<file path="src/rtl/attn_head_sched_if.sv">
// Shared data width and the bus bundle between the attention-head scheduler
// and its environment (upstream token source, two-head datapath, controller).
package attn_head_sched_pkg;
  localparam int att_width = 16;
endpackage

interface attn_head_sched_if;
  import attn_head_sched_pkg::*;

  logic                 start;
  logic                 abort;
  logic                 in_valid;
  logic                 in_ready;
  logic [att_width-1:0] in_data;
  logic [att_width-1:0] in_bias_1;
  logic [att_width-1:0] in_bias_2;
  logic                 head_en;
  logic [att_width-1:0] head_data;
  logic [att_width-1:0] head_bias_1;
  logic [att_width-1:0] head_bias_2;
  logic [att_width-1:0] head_out;
  logic                 out_valid;
  logic [att_width-1:0] out_data;
  logic                 busy;
  logic                 done;

  // The slave side is the scheduler; the master side drives tokens and hosts the datapath.
  modport slave (
    input  start, abort, in_valid, in_data, in_bias_1, in_bias_2, head_out,
    output in_ready, head_en, head_data, head_bias_1, head_bias_2,
           out_valid, out_data, busy, done
  );

  modport master (
    output start, abort, in_valid, in_data, in_bias_1, in_bias_2, head_out,
    input  in_ready, head_en, head_data, head_bias_1, head_bias_2,
           out_valid, out_data, busy, done
  );
endinterface

</file>
<file path="src/rtl/attn_head_sched.sv">
// Attention-head pass scheduler: feeds N_TOKEN tokens into a fixed-latency
// two-head datapath, tags launches to qualify results, and signals pass completion.
module attn_head_sched
  import attn_head_sched_pkg::*;
#(
  parameter int N_TOKEN  = 4,
  parameter int PIPE_LAT = 5
) (
  input logic              clk,
  input logic              rstn,
  attn_head_sched_if.slave bus
);
  localparam int         W    = att_width;
  localparam logic [7:0] NTok = 8'(N_TOKEN);

  typedef enum logic [1:0] {IDLE, LOAD, DRAIN, DONE} state_e;

  state_e              state_q, state_d;
  logic [7:0]          tokCnt_q, tokCnt_d;
  logic [7:0]          resCnt_q, resCnt_d;
  logic [PIPE_LAT-1:0] tag_q, tag_d;
  logic                launch_q, launch_d;
  logic [W-1:0]        headData_q, headData_d;
  logic [W-1:0]        headBias1_q, headBias1_d;
  logic [W-1:0]        headBias2_q, headBias2_d;

  logic inReady;
  logic accept;
  logic headEn;
  logic outValid;

  assign inReady  = (state_q == LOAD) && (tokCnt_q < NTok);
  assign accept   = bus.in_valid && inReady;
  assign headEn   = (state_q == LOAD) || (state_q == DRAIN);
  assign outValid = tag_q[PIPE_LAT-1];

  // launch_q travels with head_data, so the tag chain behind it lines up with head_out.
  always_comb begin
    state_d     = state_q;
    tokCnt_d    = tokCnt_q;
    resCnt_d    = resCnt_q;
    tag_d       = tag_q;
    launch_d    = 1'b0;
    headData_d  = '0;
    headBias1_d = '0;
    headBias2_d = '0;

    if (headEn) begin
      tag_d[0] = launch_q;
      for (int i = 1; i < PIPE_LAT; i++) begin
        tag_d[i] = tag_q[i-1];
      end
    end

    if (accept) begin
      launch_d    = 1'b1;
      headData_d  = bus.in_data;
      headBias1_d = bus.in_bias_1;
      headBias2_d = bus.in_bias_2;
      tokCnt_d    = tokCnt_q + 8'd1;
    end

    if (outValid) begin
      resCnt_d = resCnt_q + 8'd1;
    end

    unique case (state_q)
      IDLE: begin
        if (bus.start && !bus.abort) begin
          state_d  = LOAD;
          tokCnt_d = '0;
          resCnt_d = '0;
        end
      end
      LOAD: begin
        if (accept && (tokCnt_q == NTok - 8'd1)) state_d = DRAIN;
      end
      DRAIN: begin
        if (outValid && (resCnt_q == NTok - 8'd1)) state_d = DONE;
      end
      DONE: begin
        state_d = IDLE;
      end
      default: state_d = IDLE;
    endcase

    // Abort only bites while tokens may be in flight; everything in the pipe is dropped.
    if (bus.abort && headEn) begin
      state_d     = IDLE;
      tokCnt_d    = '0;
      resCnt_d    = '0;
      tag_d       = '0;
      launch_d    = 1'b0;
      headData_d  = '0;
      headBias1_d = '0;
      headBias2_d = '0;
    end
  end

  always_ff @(posedge clk) begin
    if (!rstn) begin
      state_q     <= IDLE;
      tokCnt_q    <= '0;
      resCnt_q    <= '0;
      tag_q       <= '0;
      launch_q    <= 1'b0;
      headData_q  <= '0;
      headBias1_q <= '0;
      headBias2_q <= '0;
    end else begin
      state_q     <= state_d;
      tokCnt_q    <= tokCnt_d;
      resCnt_q    <= resCnt_d;
      tag_q       <= tag_d;
      launch_q    <= launch_d;
      headData_q  <= headData_d;
      headBias1_q <= headBias1_d;
      headBias2_q <= headBias2_d;
    end
  end

  assign bus.in_ready    = inReady;
  assign bus.head_en     = headEn;
  assign bus.head_data   = headData_q;
  assign bus.head_bias_1 = headBias1_q;
  assign bus.head_bias_2 = headBias2_q;
  assign bus.out_valid   = outValid;
  assign bus.out_data    = outValid ? bus.head_out : '0;
  assign bus.busy        = (state_q != IDLE);
  assign bus.done        = (state_q == DONE);
endmodule

</file>
<file path="src/flat_wrapper.sv">
// flat-port wrapper written by rule: the top's interface ports become plain ports
module attn_head_sched_flat import attn_head_sched_pkg::*;
#(
  parameter int N_TOKEN  = 4,
  parameter int PIPE_LAT = 5
)
  (clk, rstn, bus_start, bus_abort, bus_in_valid, bus_in_data, bus_in_bias_1, bus_in_bias_2, bus_head_out, bus_in_ready, bus_head_en, bus_head_data, bus_head_bias_1, bus_head_bias_2, bus_out_valid, bus_out_data, bus_busy, bus_done);
  attn_head_sched_if bus_i ();
  input logic clk;
  input logic rstn;
  input wire logic [$bits(bus_i.start)-1:0] bus_start;
  input wire logic [$bits(bus_i.abort)-1:0] bus_abort;
  input wire logic [$bits(bus_i.in_valid)-1:0] bus_in_valid;
  input wire logic [$bits(bus_i.in_data)-1:0] bus_in_data;
  input wire logic [$bits(bus_i.in_bias_1)-1:0] bus_in_bias_1;
  input wire logic [$bits(bus_i.in_bias_2)-1:0] bus_in_bias_2;
  input wire logic [$bits(bus_i.head_out)-1:0] bus_head_out;
  output wire logic [$bits(bus_i.in_ready)-1:0] bus_in_ready;
  output wire logic [$bits(bus_i.head_en)-1:0] bus_head_en;
  output wire logic [$bits(bus_i.head_data)-1:0] bus_head_data;
  output wire logic [$bits(bus_i.head_bias_1)-1:0] bus_head_bias_1;
  output wire logic [$bits(bus_i.head_bias_2)-1:0] bus_head_bias_2;
  output wire logic [$bits(bus_i.out_valid)-1:0] bus_out_valid;
  output wire logic [$bits(bus_i.out_data)-1:0] bus_out_data;
  output wire logic [$bits(bus_i.busy)-1:0] bus_busy;
  output wire logic [$bits(bus_i.done)-1:0] bus_done;
  assign bus_i.start = bus_start;
  assign bus_i.abort = bus_abort;
  assign bus_i.in_valid = bus_in_valid;
  assign bus_i.in_data = bus_in_data;
  assign bus_i.in_bias_1 = bus_in_bias_1;
  assign bus_i.in_bias_2 = bus_in_bias_2;
  assign bus_i.head_out = bus_head_out;
  assign bus_in_ready = bus_i.in_ready;
  assign bus_head_en = bus_i.head_en;
  assign bus_head_data = bus_i.head_data;
  assign bus_head_bias_1 = bus_i.head_bias_1;
  assign bus_head_bias_2 = bus_i.head_bias_2;
  assign bus_out_valid = bus_i.out_valid;
  assign bus_out_data = bus_i.out_data;
  assign bus_busy = bus_i.busy;
  assign bus_done = bus_i.done;
  attn_head_sched #(.N_TOKEN(N_TOKEN), .PIPE_LAT(PIPE_LAT)) u_core (.clk(clk), .rstn(rstn), .bus(bus_i));
endmodule
</file>
<file path="config.mk">
export PLATFORM = sky130hd
export DESIGN_NAME = attn_head_sched_flat
export DESIGN_NICKNAME = d
export VERILOG_FILES = /design/src/rtl/attn_head_sched_if.sv /design/src/rtl/attn_head_sched.sv /design/src/flat_wrapper.sv
export SDC_FILE = /design/constraint.sdc
export NUM_CORES = 1
export LEC_CHECK = 0
export ABC_AREA = 1
export BUFFER_PORTS_ARGS = -buffer_cell sky130_fd_sc_hd__buf_2
export CORE_AREA = 2 2 96 75
export DETAILED_ROUTE_END_ITERATION = 10
export DIE_AREA = 0 0 98 77
export PLACE_DENSITY_LB_ADDON = 0.08
export SLEW_MARGIN = 40
export SYNTH_ARGS = -nofsm -noshare
export SYNTH_HDL_FRONTEND = slang
export SYNTH_SLANG_ARGS = --single-unit
</file>
<file path="constraint.sdc">
create_clock -name clk -period 2.1 [get_ports clk]
set_input_delay 0.105 -clock clk [delete_from_list [all_inputs] [get_ports clk]]
set_output_delay 0.105 -clock clk [all_outputs]
set_load 0.03 [all_outputs]
</file>
# After elaboration in Yosys (flattened, before gate mapping)
# Index checks and enable logic that the tools add are counted.
[totals]
word_cells = 46
regBits = 72
[classes]
muxes = 12
bitwise_logic = 2
n_eq_ne = 8
magnitude_cmp = 1
reduce_logical = 13
add_sub_neg = 2
[op_table]
columns = ["cell", "count"]
rows = [
  ["$mux W8", 6],
  ["$add A8 B1 Y8 const B", 2],
  ["$eq A8 B2 Y1 const B", 2],
  ["$mux W16", 1],
  ["$lt A8 B3 Y1 const B", 1],
  ["$pmux W2 S4", 1],
  ["$logic_and A1 B1 Y1", 6],
  ["$mux W2", 3],
  ["$eq A2 B2 Y1 const B", 2],
  ["$ne A2 B2 Y1 const B", 2],
  ["$reduce_and A3 Y1", 1],
  ["$reduce_or A3 Y1", 1],
  ["$eq A2 B1 Y1 const B", 1],
  ["$logic_not A2 Y1", 1],
  ["$ne A2 B1 Y1 const B", 1],
  ["$not A1 Y1", 2],
  ["$reduce_bool A2 Y1", 1],
  ["$reduce_or A2 Y1", 1],
  ["$logic_not A1 Y1", 1],
  ["$logic_or A1 B1 Y1", 1],
  ["$mux W1", 1],
]

# Longest topological paths before layout
[depth]
depth_word = 6
ltp_mapped = 12

# Worst setup path before layout
# Ideal clock, no wire load.
[synth_path]
path_kind = "reg-to-reg"
from = "register u_core.state_q[0]"
to = "register u_core.headBias1_q[11], in the netlist u_core.bus.head_bias_1[11]"
path_buffers = 2
arrival_ns = 1.757
setup_ns = 0.111
path_slack_ns = 0.232
stages_incl_launch_ff = 10
period_less_slack_ns = 1.868
path_cell_list = "dfxtp_1 -> inv_1 -> ha_1 -> inv_2 -> o21ai_4 -> nor2_4 -> inv_2 -> buf_6 -> buf_6 -> nor2_1"
[synth_via]
word_cells_on_any_way = 8
cone_classes = "eq/ne: 2; bitwise: 1; reduce/logical: 5"
[synth_rtl]
columns = ["element", "line", "source"]
rows = [
  ["from (decl)", "attn_head_sched.sv:18", "state_e state_q, state_d;"],
  ["from (signal assigned)", "attn_head_sched.sv:111", "state_q <= state_d;"],
  ["$eq A2 B1 Y1 / $eq A2 B2 Y1 (equally long branches)", "attn_head_sched.sv:34", "assign headEn = (state_q == LOAD) || (state_q == DRAIN);"],
  ["$logic_or A1 B1 Y1 (*)", "attn_head_sched.sv:34", ""],
  ["via bus_head_en", "flat_wrapper.sv:19", "output wire logic [$bits(bus_i.head_en)-1:0] bus_head_en;"],
  ["$logic_and A1 B1 Y1 (*)", "attn_head_sched.sv:88", "if (bus.abort && headEn) begin"],
  ["$reduce_or A3 Y1 (no line) (*)", "n/a", ""],
  ["to (signal assigned)", "attn_head_sched.sv:117", "headBias1_q <= headBias1_d;"],
  ["to (decl)", "attn_head_sched.sv:24", "logic [W-1:0] headBias1_q, headBias1_d;"],
]
# The timed path passes the listed nets; every way through them passes the cells marked *.
# A chain may end at the register's enable or synchronous reset.

# Worst setup path after layout
[layout_path]
from = "register u_core.state_q[1]"
to = "register u_core.tokCnt_q[1]"
[layout_via]
elab_chain_len = 6
word_cells_on_any_way = 11
cone_classes = "eq/ne: 2; mux: 3; reduce/logical: 6"
[layout_rtl]
columns = ["element", "line", "source"]
rows = [
  ["$eq A2 B1 Y1", "attn_head_sched.sv:32, attn_head_sched.sv:34", ""],
  ["$logic_and A1 B1 Y1", "attn_head_sched.sv:32", "assign inReady = (state_q == LOAD) && (tokCnt_q < NTok);"],
  ["$logic_and A1 B1 Y1", "attn_head_sched.sv:33", "assign accept = bus.in_valid && inReady;"],
  ["$mux W8", "attn_head_sched.sv:55", "if (accept) begin"],
  ["$mux W8", "attn_head_sched.sv:69", "if (bus.start && !bus.abort) begin"],
  ["$mux W8", "attn_head_sched.sv:67", "unique case (state_q)"],
  ["to (signal assigned)", "attn_head_sched.sv:112", "tokCnt_q <= tokCnt_d;"],
  ["to (decl)", "attn_head_sched.sv:19", "logic [7:0] tokCnt_q, tokCnt_d;"],
]
# Parallel ways exist; a longest one is shown, timed or not.

==> metrics.csv <==
metric,value,unit
status,finished clean,
critPathKind,reg -> reg,
multiInputGateArea,722,um2
dieArea,0.00755,mm2
dr_total_vias,2412,
coreArea,0.00660,mm2
antenna_found_initial,0,
hold_path_depth,3,
peakVddDrop,0.501,mV
cts-root-buf,clkbuf_8,
crit_slowest_cell,dfxtp_1,
p_clk_frac,0.352,
synthAdderAreaFrac,0.0294,
ctsHtreeMaxLevel,3,
synth-xor-area-share,0.0103,
end_kind,flop,
power.density,863,mW/mm2
period_share,0.898,
drcViolationCount,0,
cts_inserted_buffers,9,
synth_flop_cell,dfxtp_1,
cap_violations,0,
finalPower,3.48,mW
yosys.area.top_type,dfxtp_1,
grt_overflow_total,0,
synth.avg_cell_area,7.92,um2
die_h,77,um
power.internal,2.46,mW
met3_usage,0.0766,
fillers,614,
grt_pass1_wl,10200,um
grt.busiest_layer,met2,
portBuffers,137,
met1_usage,0.178,
ctsHoldBuffers,48,
slew_viol_final,0,
clk_pin_slew,0.07,ns
ant_nets,0,
syn_area,0.00256,mm2
yosysTopAreaCellShare,0.564,
fin_crit,1.89,ns
cts_tree,yes,
synthTopCellsByArea,"dfxtp_1 (56%), inv_1 (13%), nor2_1 (11%)",
yosysWarningCount,0,
worstMarginPinSlew,0.403,ns
crit_arrival,2.14,ns
hp-class,in -> reg,
synth_compound_area_frac,0.0377,
p_leak,2.34,nW
ys_ff_latch,72,
grt_max_degree,49,
async_flop_share,0,
die_x,98,um
gp_congestion,0.718,
switching_share,0.293,
syn_to_final_growth,57.6,%
clock_skew,0.0135,ns
setup_violations,0,
final.setup.tns,0,ns
cp.required,2.36,ns
r2r_cells,7,
max_freq,530,MHz
netlist_instances,323,
io_pins,138,
finalNetCount,588,
min-delay-start,rstn,
p_sw,1.02,mW
slew_headroom,0.731,
post_drt_wl_per_cell,10.1,um
drtPass1Iterations,4,
grt_pass1_vias,2368,
cts.path.max_buffers,2,
p_seq_frac,0.428,
drtIter0Drc,78,
drt-total-wl,6100,um
yosys.area_share.simple,0.205,
cts.sinks,72,
p_comb_frac,0.220,
reg2reg_slack,0.21,ns
synth_nets,398,
viasPerCell,4.01,
yosysSeqAreaShare,0.564,
start_util,0.387,
cp-start-kind,flop,
antenna_cells,0,
ff_latch_area,0.00144,mm2
row_count,26,
met2_usage,0.290,
grt_usage,0.169,
drive_gt1_frac,0.317,
max_stage_delay,0.40,ns
r2r_end,u_core.tokCnt_q[1],
crit_fanout,13,
path_cells,"inv_1, ha_1, inv_2, o21ai_4, a21oi_2, inv_1, a211oi_1",
synth_common_cells,"inv_1 (86), nor2_1 (77), dfxtp_1 (72)",
dp.final_hpwl,3900,um
r2r-start,u_core.state_q[1],
cpMostUsedCell,inv_1,
ys_types,22,
cts_resized,0,
rsz0062_at_grt,false,
synth_top_family_by_area,simple AND/OR/NAND/NOR gates,
synth_mux_area_frac,0,
post_cts_buffers,0,
hold_path_end,u_core.launch_q,
hold_viol,0,
synth_edf_count,0,
synth.most_common_cell,inv_1,
clkLatencyLatePin,0.34,ns
[worst max-delay path by stage]
stage                      startpoint                    endpoint  slack [ns]  cells past startpoint
floorplan           u_core.state_q[0]  u_core.bus.head_bias_1[11]        0.23                      9
global placement    u_core.state_q[0]          u_core.tokCnt_q[1]        0.32                      7
detailed placement  u_core.state_q[0]          u_core.tokCnt_q[1]        0.22                      7
CTS                 u_core.state_q[0]          u_core.tokCnt_q[1]        0.20                      7
global route        u_core.state_q[0]          u_core.tokCnt_q[1]        0.03                      7
finish              u_core.state_q[1]          u_core.tokCnt_q[1]        0.21                      7
[registers in the layout, indices dropped and copies added (netlist names)]
signal / count
u_core.bus.head_bias_1: 16
u_core.bus.head_bias_2: 16
u_core.bus.head_data: 16
u_core.resCnt_q: 8
u_core.tokCnt_q: 8
u_core.tag_q: 5
u_core.state_q: 2
u_core.launch_q: 1
[area by class of cell]
class	count	share of cell area
sequential	72	0.358
timing repair buffer	188	0.298
multi-input combinational	154	0.179
inverter	88	0.0820
clock buffer	11	0.0376
tap	84	0.0261
clock inverter	5	0.0196
[worst max-delay path, delay by kind of cell (launching register included)]
family | cells | cell delay [ns]
adder cells (fa/ha/maj) | 1 | 0.37
AO/OA/AOI/OAI | 3 | 0.54
buffers and inverters | 3 | 0.49
flip-flops | 1 | 0.40
[layer usage]
| metal | wire length [um] | vias to the layer above |
|---|---|---|
| li1 | - | 1291 |
| met1 | 2470 | 1031 |
| met2 | 2980 | 74 |
| met3 | 488 | 16 |
| met4 | 170 | 0 |
| met5 | 0 | - |
[power by group through the flow]
stage / combinational [mW] / clock, mW / sequential, mW
2_1_floorplan: 0.343 / 0 / 1.66
3_3_place_gp: 0.694 / 0 / 1.51
3_5_place_dp: 0.699 / 0 / 1.52
5_1_grt: 0.844 / 1.32 / 1.50
6_report: 0.766 / 1.22 / 1.49
4_1_cts: 0.770 / 1.26 / 1.49
[stage by stage]
| step | utilization | area [um2] | hold slack (ns) | cells | setup WS (ns) |
|---|---|---|---|---|---|
| after floorplan | - | 2560 | 0.217 | 323 | 0.232 |
| after global placement | 0.503 | 3320 | 0.316 | 538 | 0.317 |
| after detailed placement | 0.503 | 3320 | 0.323 | 538 | 0.217 |
| after CTS | 0.610 | 4030 | 0.0398 | 602 | 0.204 |
| after global routing | 0.610 | 4030 | 0.0464 | 602 | 0.0307 |
| final | 0.610 | 4030 | 0.0575 | 602 | 0.215 |
[cell families after synthesis]
group | after synthesis
AO/OA/AOI/OAI | 15
XOR/XNOR | 3
adder cells (fa/ha/maj) | 6
buffers and inverters | 97
flip-flops | 72
AND/OR/NAND/NOR | 130
[placed cells by master (no fill, tap or decap)]
| cell | n |
|---|---|
| a21oi_1 | 10 |
| nor2_2 | 1 |
| dlygate4sd3_1 | 48 |
| dfxtp_1 | 72 |
| clkinv_4 | 1 |
| xor2_1 | 3 |
| ha_1 | 6 |
| o21ai_4 | 1 |
| nand4_1 | 2 |
| a31oi_1 | 1 |
| a211oi_1 | 2 |
| clkinv_2 | 2 |
| nand3_1 | 6 |
| buf_12 | 1 |
| bufinv_16 | 2 |
| a21oi_2 | 1 |
| nor2_1 | 77 |
| nor3_1 | 3 |
| inv_1 | 86 |
| nand2_2 | 1 |
| nand2_1 | 38 |
| inv_2 | 2 |
| buf_2 | 137 |
| clkbuf_8 | 11 |
| buf_4 | 2 |
| nor2_4 | 2 |
Power figures use the tool's default switching activity.
